`src/rtl/classifier_head_pkg.sv`:
```
// Shared types and arithmetic helpers for the classifier back end.
package classifier_head_pkg;

    typedef enum logic [1:0] {IDLE, SCAN, OUT, FIN} state_t;

    // Working width for saturating arithmetic; supports ACC_W up to 62.
    localparam int SAT_W = 64;
    localparam logic signed [SAT_W-1:0] SCORE_MIN = {1'b1, {(SAT_W-1){1'b0}}};

    // Callers sign-extend acc and bias to SAT_W and truncate the result back to acc_w.
    function automatic logic signed [SAT_W-1:0] sat_add(
        input logic signed [SAT_W-1:0] acc,
        input logic signed [SAT_W-1:0] bias,
        input int                      acc_w
    );
        logic signed [SAT_W-1:0] sum;
        logic signed [SAT_W-1:0] hi;
        logic signed [SAT_W-1:0] lo;
        sum = acc + bias;
        hi  = (64'sd1 <<< (acc_w - 1)) - 64'sd1;
        lo  = -hi - 64'sd1;
        if (sum > hi)
            sum = hi;
        else if (sum < lo)
            sum = lo;
        return sum;
    endfunction

endpackage

```
`src/rtl/classifier_head_argmax_step.sv`:
```
// Combinational best/second/index update for one candidate score.
module argmax_step
    import classifier_head_pkg::*;
#(
    parameter int ACC_W = 32,
    parameter int IDX_W = 4
) (
    input  logic                    first,
    input  logic signed [ACC_W-1:0] cand,
    input  logic        [IDX_W-1:0] cand_idx,
    input  logic signed [ACC_W-1:0] best,
    input  logic signed [ACC_W-1:0] second,
    input  logic        [IDX_W-1:0] best_idx,
    output logic signed [ACC_W-1:0] best_nxt,
    output logic signed [ACC_W-1:0] second_nxt,
    output logic        [IDX_W-1:0] idx_nxt
);

    localparam logic signed [ACC_W-1:0] MIN_VAL = ACC_W'(sat_add(SCORE_MIN, '0, ACC_W));

    // NOTE: every output gets a default first so no path leaves it unassigned (no latch).
    always_comb begin
        best_nxt   = best;
        second_nxt = second;
        idx_nxt    = best_idx;
        if (first) begin
            best_nxt   = cand;
            second_nxt = MIN_VAL;
            idx_nxt    = cand_idx;
        end else if (cand > best) begin
            second_nxt = best;
            best_nxt   = cand;
            idx_nxt    = cand_idx;
        end else if (cand > second) begin
            // Equal-to-best lands here, so a tie keeps the lower index with margin 0.
            second_nxt = cand;
        end
    end

endmodule

```
`src/rtl/classifier_head.sv`:
```
// Batched bias-add and serial arg-max over ROWS x NUM_CLASSES accumulator outputs,
// one class per cycle, with a valid/ready result port.
module classifier_head
    import classifier_head_pkg::*;
#(
    parameter int ACC_W       = 32,
    parameter int BIAS_W      = 16,
    parameter int NUM_CLASSES = 10,
    parameter int ROWS        = 1,
    parameter int IDX_W       = $clog2(NUM_CLASSES)
) (
    input  logic                          clk,
    input  logic                          reset,
    input  logic                          start,
    input  logic signed [ACC_W-1:0]       acc_in [ROWS][NUM_CLASSES],
    input  logic signed [BIAS_W-1:0]      bias_in [NUM_CLASSES],
    output logic                          busy,
    output logic                          res_valid,
    input  logic                          res_ready,
    output logic [$clog2(ROWS):0]         res_row,
    output logic [IDX_W-1:0]              res_class,
    output logic [NUM_CLASSES-1:0]        res_onehot,
    output logic [ACC_W-1:0]              res_score,
    output logic [ACC_W:0]                res_margin,
    output logic                          done
);

    localparam int ROW_W = $clog2(ROWS) + 1;

    state_t                   state, state_nxt;
    logic signed [ACC_W-1:0]  acc_q  [ROWS][NUM_CLASSES];
    logic signed [BIAS_W-1:0] bias_q [NUM_CLASSES];
    logic [ROW_W-1:0]         row_q;
    logic [IDX_W-1:0]         cls_q;
    logic signed [ACC_W-1:0]  best_q, second_q, best_nxt, second_nxt;
    logic [IDX_W-1:0]         idx_q, idx_nxt;
    logic signed [ACC_W-1:0]  acc_sel, score;
    logic signed [BIAS_W-1:0] bias_sel;
    logic                     last_cls, last_row;

    assign last_cls  = (cls_q == IDX_W'(NUM_CLASSES - 1));
    assign last_row  = (row_q == ROW_W'(ROWS - 1));
    assign busy      = (state != IDLE);
    assign res_valid = (state == OUT);
    assign done      = (state == FIN);

    always_comb begin
        acc_sel  = '0;
        bias_sel = '0;
        for (int r = 0; r < ROWS; r++)
            for (int k = 0; k < NUM_CLASSES; k++)
                if (row_q == ROW_W'(r) && cls_q == IDX_W'(k))
                    acc_sel = acc_q[r][k];
        for (int k = 0; k < NUM_CLASSES; k++)
            if (cls_q == IDX_W'(k))
                bias_sel = bias_q[k];
    end

    assign score = ACC_W'(sat_add(SAT_W'(acc_sel), SAT_W'(bias_sel), ACC_W));

    argmax_step #(.ACC_W(ACC_W), .IDX_W(IDX_W)) u_step (
        .first      (cls_q == '0),
        .cand       (score),
        .cand_idx   (cls_q),
        .best       (best_q),
        .second     (second_q),
        .best_idx   (idx_q),
        .best_nxt   (best_nxt),
        .second_nxt (second_nxt),
        .idx_nxt    (idx_nxt)
    );

    always_comb begin
        state_nxt = state;
        case (state)
            IDLE:    if (start) state_nxt = SCAN;
            SCAN:    if (last_cls) state_nxt = OUT;
            OUT:     if (res_ready) state_nxt = last_row ? FIN : SCAN;
            FIN:     state_nxt = IDLE;
            default: state_nxt = IDLE;
        endcase
    end

    // NOTE: the captured matrix is plain storage gated by start, so it carries no reset.
    always_ff @(posedge clk) begin
        if (state == IDLE && start) begin
            acc_q  <= acc_in;
            bias_q <= bias_in;
        end
    end

    always_ff @(posedge clk) begin
        if (reset) begin
            state      <= IDLE;
            row_q      <= '0;
            cls_q      <= '0;
            best_q     <= '0;
            second_q   <= '0;
            idx_q      <= '0;
            res_row    <= '0;
            res_class  <= '0;
            res_onehot <= '0;
            res_score  <= '0;
            res_margin <= '0;
        end else begin
            state <= state_nxt;
            case (state)
                IDLE: if (start) begin
                    row_q <= '0;
                    cls_q <= '0;
                end
                SCAN: begin
                    best_q   <= best_nxt;
                    second_q <= second_nxt;
                    idx_q    <= idx_nxt;
                    cls_q    <= last_cls ? '0 : cls_q + 1'b1;
                    if (last_cls) begin
                        res_row    <= row_q;
                        res_class  <= idx_nxt;
                        res_onehot <= NUM_CLASSES'(1) << idx_nxt;
                        res_score  <= best_nxt;
                        res_margin <= {best_nxt[ACC_W-1], best_nxt}
                                    - {second_nxt[ACC_W-1], second_nxt};
                    end
                end
                OUT: if (res_ready && !last_row) begin
                    row_q <= row_q + 1'b1;
                    cls_q <= '0;
                end
                default: ;
            endcase
        end
    end

endmodule
```
`config.mk`:
```
export PLATFORM = sky130hd
export DESIGN_NAME = classifier_head
export DESIGN_NICKNAME = d
export VERILOG_FILES = /design/src/rtl/classifier_head_pkg.sv /design/src/rtl/classifier_head_argmax_step.sv /design/src/rtl/classifier_head.sv
export SDC_FILE = /design/constraint.sdc
export NUM_CORES = 1
export LEC_CHECK = 0
export CORE_ASPECT_RATIO = 1.75
export CORE_UTILIZATION = 50
export CTS_BUF_LIST = sky130_fd_sc_hd__clkbuf_8
export DETAILED_ROUTE_END_ITERATION = 7
export PLACE_DENSITY = 0.77
export SLEW_MARGIN = 0
export SYNTH_ARGS = -nofsm -noshare
export SYNTH_HDL_FRONTEND = slang
export SYNTH_SLANG_ARGS = --single-unit
```
`constraint.sdc`:
```
create_clock -name clk -period 35.3 [get_ports clk]
set_input_delay 7.06 -clock clk [delete_from_list [all_inputs] [get_ports clk]]
set_output_delay 7.06 -clock clk [all_outputs]
set_load 0.02 [all_outputs]
```
==> results of run 1 <==
==> cell type report <==
class | instances | share of cell area
clock buffers | 97 | 0.0352
repair buffers | 606 | 0.158
flip-flops and latches | 635 | 0.462
diodes | 22 | 0.00145
inverters | 115 | 0.0114
well taps | 773 | 0.0255
multi-input cells | 1632 | 0.296
clock inverters | 63 | 0.0103
==> per-stage QoR <==
stage | cell area, µm² | std cells
after global placement | 36100 | 3761
after global routing | 37900 | 3941
after CTS | 37900 | 3921
after floorplan | 29600 | 2518
after detailed placement | 36100 | 3761
final | 37900 | 3943
==> cells by family (layout without fill, tap and decap cells) <==
logic type | count (synthesis) | after routing | synth area share
compound gates | 685 | 685 | 0.156
simple gates | 637 | 637 | 0.0953
flops | 635 | 635 | 0.592
buf+inv | 251 | 881 | 0.0329
fa+ha+maj | 146 | 146 | 0.0612
mux | 114 | 114 | 0.0481
xor+xnor | 50 | 50 | 0.0148
other cells | 0 | 22 | 0
==> path summary, 6_finish.rpt <==
check                                      end  slack [ps]  cells after the start
worst max-delay path            res_margin[28]       22480                     40
worst min-delay path            res_margin[23]         450                      2
worst max register to register  res_margin[28]       22480                     40
worst min register to register  res_margin[23]         450                      2
==> sequential cells by signal (all words and copies together) (netlist names) <==
| name | count |
|---|---|
| bias_q | 160 |
| res_row | 1 |
| row_q | 1 |
| res_onehot | 10 |
| idx_q | 4 |
| acc_q | 320 |
| res_class | 4 |
| best_q | 32 |
| state | 2 |
| second_q | 32 |
| res_score | 32 |
| cls_q | 4 |
| res_margin | 33 |
==> worst max-delay path: cells and delay by family, from the launching register on <==
kind,cells,cell delay (ps)
AOI/OAI and AO/OA,21,5080
and+or+nand+nor,11,4870
adders and majority gates,4,1370
buffers and inverters,4,880
DFF,1,450
==> metal layers <==
metal	up-vias	GRT usage	share of wire
li1	10764	-	-
met1	11454	0.357	0.33
met2	1345	0.613	0.53
met3	301	0.0646	0.075
met4	0	0.223	0.068
met5	-	0	0
==> Yosys cell counts, drive strengths merged, types with 12 or more instances <==
cell	instances	share of area
edfxtp	480	0.49
nor2	235	0.030
a21oi	231	0.039
nand2	185	0.023
dfxtp	155	0.10
ha	128	0.054
inv	115	0.015
clkbuf	110	0.014
o21ai	86	0.015
nand3	84	0.014
a222oi	59	0.020
mux2	57	0.022
a22oi	53	0.013
a211oi	42	0.011
mux2i	41	0.014
a21o	33	0.0084
o221ai	31	0.0092
xnor2	27	0.0080
buf	26	0.0043
nor3	26	0.0044
nand4	23	0.0049
xor2	23	0.0068
nand2b	21	0.0044
a31oi	19	0.0040
o21a	19	0.0048
maj3	16	0.0057
mux4	16	0.012
o31ai	15	0.0038
and3	13	0.0027
o22ai	12	0.0025
==> power by group through the flow <==
stage,registers (mW),logic (mW),clock network [mW]
after CTS,0.886,0.943,0.576
after detailed placement,0.902,0.938,0
final,0.888,0.961,0.569
after global placement,0.900,0.930,0
after global routing,0.890,1.04,0.608
after floorplan,0.913,0.625,0
==> flow_metrics.env, run 1 <==
export IMPL_seq_area_frac_synth=0.592
export IMPL_internal_power_mw=1.50
export IMPL_nets=3696
export IMPL_clk_pin_slew_ps=70
export IMPL_p_comb_frac=0.397
export IMPL_pwr_share_seq=0.367
export IMPL_multi_input_area_um2=11200
export IMPL_worst_slack_ps=22480
export IMPL_cts_tree="built"
export IMPL_drv_slew=0
export IMPL_p_sw_mw=0.915
export IMPL_utilization=0.649
export IMPL_syn2layout_area_growth_pct=28.1
export IMPL_min_delay_start="res_margin[23]"
export IMPL_synth_edf_count=480
export IMPL_via_per_inst=6.05
export IMPL_ys_warn_count=0
export IMPL_r2r_start="cls_q[2]"
export IMPL_power_mw=2.42
export IMPL_ios=567
export IMPL_crit_required_ps=35910
export IMPL_portBuffers=566
export IMPL_finalSetupViolCount=0
export IMPL_crit_slowest_cell="nor2_1"
export IMPL_post_cts_buffers=0
export IMPL_core_um2=58400
export IMPL_switching_share=0.378
export IMPL_cts_hold_buffers_added=0
export IMPL_rsz0062_at_grt="false"
export IMPL_die_w_um=186
export IMPL_worstSetupStartpointType="flop"
export IMPL_cp_arrival_ps=13430
export IMPL_die_area_um2=60200
export IMPL_hp_class="flop to flop"
export IMPL_seq_area_um2=17500
export IMPL_crit_type="flop to flop"
export IMPL_first_global_vias=24243
export IMPL_grt_max_degree=226
export IMPL_syn_avg_cell_area_um2=11.8
export IMPL_critPathLaunch="cls_q[2]"
export IMPL_p_per_area_nw_per_um2=63.8
export IMPL_fillers=4435
export IMPL_critPathMaxFanout=32
export IMPL_hold_slack_ps=449
export IMPL_worst_pin_slew_ps=1340
export IMPL_gr_usage_all_layers=0.340
export IMPL_final_cell_mix="clkdlybuf4s50_1, edfxtp_1, nor2_1"
export IMPL_ys_types=76
export IMPL_cts_root_buf="clkbuf_8"
export IMPL_wl_um=103000
export IMPL_synth_ff_type="edfxtp_1"
export IMPL_vias=23864
export IMPL_drv_cap=0
export IMPL_syn_num_nets=3132
export IMPL_drive_gt1_frac=0.0902
export IMPL_crit_top_cell="a21oi_1"
export IMPL_setup_tns_ps=0
export IMPL_overflow=0
export IMPL_max_stage_delay_ps=990
export IMPL_drc=0
export IMPL_clockBufferDepth=3
export IMPL_drtAntennaViolNets=0
export IMPL_ys_ff_latch=635
export IMPL_grt_pass1_wl_um=148000
export IMPL_fp_dieH_um=324
export IMPL_syn_area_um2=29600
export IMPL_period_needed_ps=12820
export IMPL_numCtsBuffers=92
export IMPL_end_kind="flop"
export IMPL_synth_async_reset_ratio=0
export IMPL_finalHoldViolations=0
export IMPL_clkPwrFrac=0.235
export IMPL_final_common_cell="clkdlybuf4s50_1"
export IMPL_cts_repair_resized=0
export IMPL_routabilityCongestion=1.04
export IMPL_power_leakage_nw=13.5
export IMPL_routedWlPerCell_um=26.1
export IMPL_status="complete, no violations"
export IMPL_fin_skew_ps=21.0
export IMPL_hpwlAfterDp_um=77700
export IMPL_peakVddDrop_mv=0.0435
export IMPL_clk_latency_ps=730
export IMPL_rows=117
export IMPL_fmax_ghz=0.0780
export IMPL_timing_final_crit_share=0.363
export IMPL_start_util=0.507
export IMPL_drtIter0Drc=2321
export IMPL_clkSinkCount=635
export IMPL_h_tree_depth=3
export IMPL_relSlewSlack=0.103
export IMPL_antenna_found_initial=20
export IMPL_synthCells=2518
export IMPL_drt_pass1_iter_count=8
export IMPL_dpl_worst_slack_ps=22820
(Power assumes the default switching activity.)
==> run 2, diff against run 1 <==
==> constraint.sdc (replaced) <==
create_clock -name clk -period 12.9 [get_ports clk]
set_input_delay 2.58 -clock clk [delete_from_list [all_inputs] [get_ports clk]]
set_output_delay 2.58 -clock clk [all_outputs]
set_load 0.02 [all_outputs]
==> run 2 against run 1 <==
Effect of this change:
- the run now ends with DRC left
- global-route usage grew 0.061 points
- clock power rose to 3.0 times the previous value
- die area stayed put
- wire length rose by 0.75%
- sequential power grew to 2.7 times the previous value
- worst hold slack got worse by 6.7 ps
- highest routed layer is now met5
- flip-flop and latch count is the same
- register-to-register slack got worse by 22000 ps
- critical endpoint unchanged
- fmax grew 7.0%
- combinational power grew to 2.8 times the previous value
- final cell count is 0.66% higher
- non-clock buffer count increased by 11
==> flow_metrics.env, run 2 (same netlist as run 1, synthesis figures left out) <==
export IMPL_rows=117
export IMPL_hpwlAfterDp_um=79100
export IMPL_largest_reg_flops=320
export IMPL_top_regs="acc_q: 320 flops, bias_q: 160 flops, res_margin: 33 flops"
export IMPL_crit_family="compound AO/OA/AOI/OAI gates"
export IMPL_cts_repair_resized=0
export IMPL_end_kind="flop"
export IMPL_fin_skew_ps=35.2
export IMPL_grtUsageMet3=0.0620
export IMPL_finalHoldViolations=0
export IMPL_max_stage_delay_ps=770
export IMPL_cp_arrival_ps=12600
export IMPL_critPathBufInv=4
export IMPL_dpl_worst_slack_ps=1060
export IMPL_routedWlPerCell_um=26.2
export IMPL_fp_dieH_um=324
export IMPL_finalSetupViolCount=0
export IMPL_power_leakage_nw=13.7
export IMPL_numCtsBuffers=91
export IMPL_h_tree_depth=3
export IMPL_drtAntennaViolNets=0
export IMPL_rsz0062_at_grt="false"
export IMPL_worst_pin_slew_ps=1190
export IMPL_drtIter0Drc=2409
export IMPL_wl_um=104000
export IMPL_status="finished, violations left"
export IMPL_die_w_um=186
export IMPL_drt_pass1_iter_count=8
export IMPL_final_common_cell="clkdlybuf4s50_1"
export IMPL_grt_busiest_layer="met2"
export IMPL_dpl_cell_area_um2=36200
export IMPL_post_cts_buffers=0
export IMPL_drv_cap=0
export IMPL_drive_gt1_frac=0.0934
export IMPL_ios=567
export IMPL_start_util=0.507
export IMPL_cts_root_buf="clkbuf_8"
export IMPL_worst_slack_ps=911
export IMPL_hp_class="flop to flop"
export IMPL_crit_top_cell="nor2_1"
export IMPL_peakVddDrop_mv=0.118
export IMPL_clk_pin_slew_ps=70
export IMPL_drc=7
export IMPL_clkSinkCount=635
export IMPL_cts_hold_buffers_added=0
export IMPL_clockBufferDepth=3
export IMPL_drv_slew=0
export IMPL_met1_usage=0.360
export IMPL_overflow=0
export IMPL_final_area_um2=38200
export IMPL_grt_max_degree=199
export IMPL_cts_tree="built"
export IMPL_grt_pass1_wl_um=148000
export IMPL_portBuffers=566
export IMPL_final_cell_mix="clkdlybuf4s50_1, edfxtp_1, nor2_1"
export IMPL_grtUsageMet2=0.608
export IMPL_die_area_um2=60200
export IMPL_critPathMaxFanout=17
export IMPL_crit_slowest_cell="o21ai_0"
export IMPL_clk_latency_ps=730
export IMPL_relSlewSlack=0.205
export IMPL_fmax_ghz=0.0834
export IMPL_fillers=4420
export IMPL_first_global_vias=24190
export IMPL_nets=3706
export IMPL_core_um2=58400
export IMPL_vias=23804
export IMPL_crit_type="flop to flop"
export IMPL_via_per_inst=6.00
export IMPL_syn2layout_area_growth_pct=29.1
export IMPL_largest_register="acc_q"
export IMPL_violations="DRC"
export IMPL_period_needed_ps=11990
export IMPL_timing_final_crit_share=0.929
export IMPL_p_per_area_nw_per_um2=178
export IMPL_worstSetupStartpointType="flop"
export IMPL_setup_tns_ps=0
export IMPL_antenna_found_initial=22
export IMPL_routabilityCongestion=0.967
export IMPL_gr_usage_all_layers=0.341
export IMPL_utilization=0.654
export IMPL_crit_required_ps=13510
==> run 2: stage by stage <==
| stage | hold WS, ps | instances | power [mW] |
|---|---|---|---|
| after global routing | 456 | 3964 | 7.11 |
| final | 443 | 3969 | 6.79 |
| after global placement | 432 | 3772 | 5.06 |
| after floorplan | 462 | 2518 | 4.16 |
| after CTS | 443 | 3942 | 6.77 |
| after detailed placement | 434 | 3772 | 5.09 |
==> run 2: cell type report <==
type                       instances  area [µm²]  area share
sequential                       635       17500       0.459
clock buffer                     101        1390      0.0364
timing repair buffer             617        6080       0.159
inverter                         115         432      0.0113
tap                              773         967      0.0253
antenna                           27        67.6     0.00177
clock inverter                    69         533      0.0139
multi-input combinational       1632       11200       0.294
==> run 2: where the power goes <==
group          total, mW  internal (mW)  switching (mW)
logic               2.66           1.01            1.65
clock network       1.69          0.874           0.814
registers           2.43           2.35          0.0869
total               6.79           4.24            2.55
==> run 2: routing by layer <==
metal | part of all wire | up-vias
met5 | 0.00023 | -
met4 | 0.067 | 4
met3 | 0.069 | 301
met2 | 0.53 | 1297
met1 | 0.34 | 11419
li1 | - | 10783
==> run 2: final timing paths <==
kind | to | cells past startpoint | from | slack, ps
hold reg to reg | res_onehot[6] | 2 | res_onehot[6] | 440
setup / recovery | res_margin[28] | 36 | cls_q[3] | 910
hold / removal | res_onehot[6] | 2 | res_onehot[6] | 440
setup reg to reg | res_margin[28] | 36 | cls_q[3] | 910
==> run 2: worst register-to-register path: cells and delay by family, from the launching register on <==
kind,cells,cell delay (ps)
simple gates,12,3900
fa+ha+maj,3,1450
flops,1,590
buf+inv,4,790
compound gates,17,5140
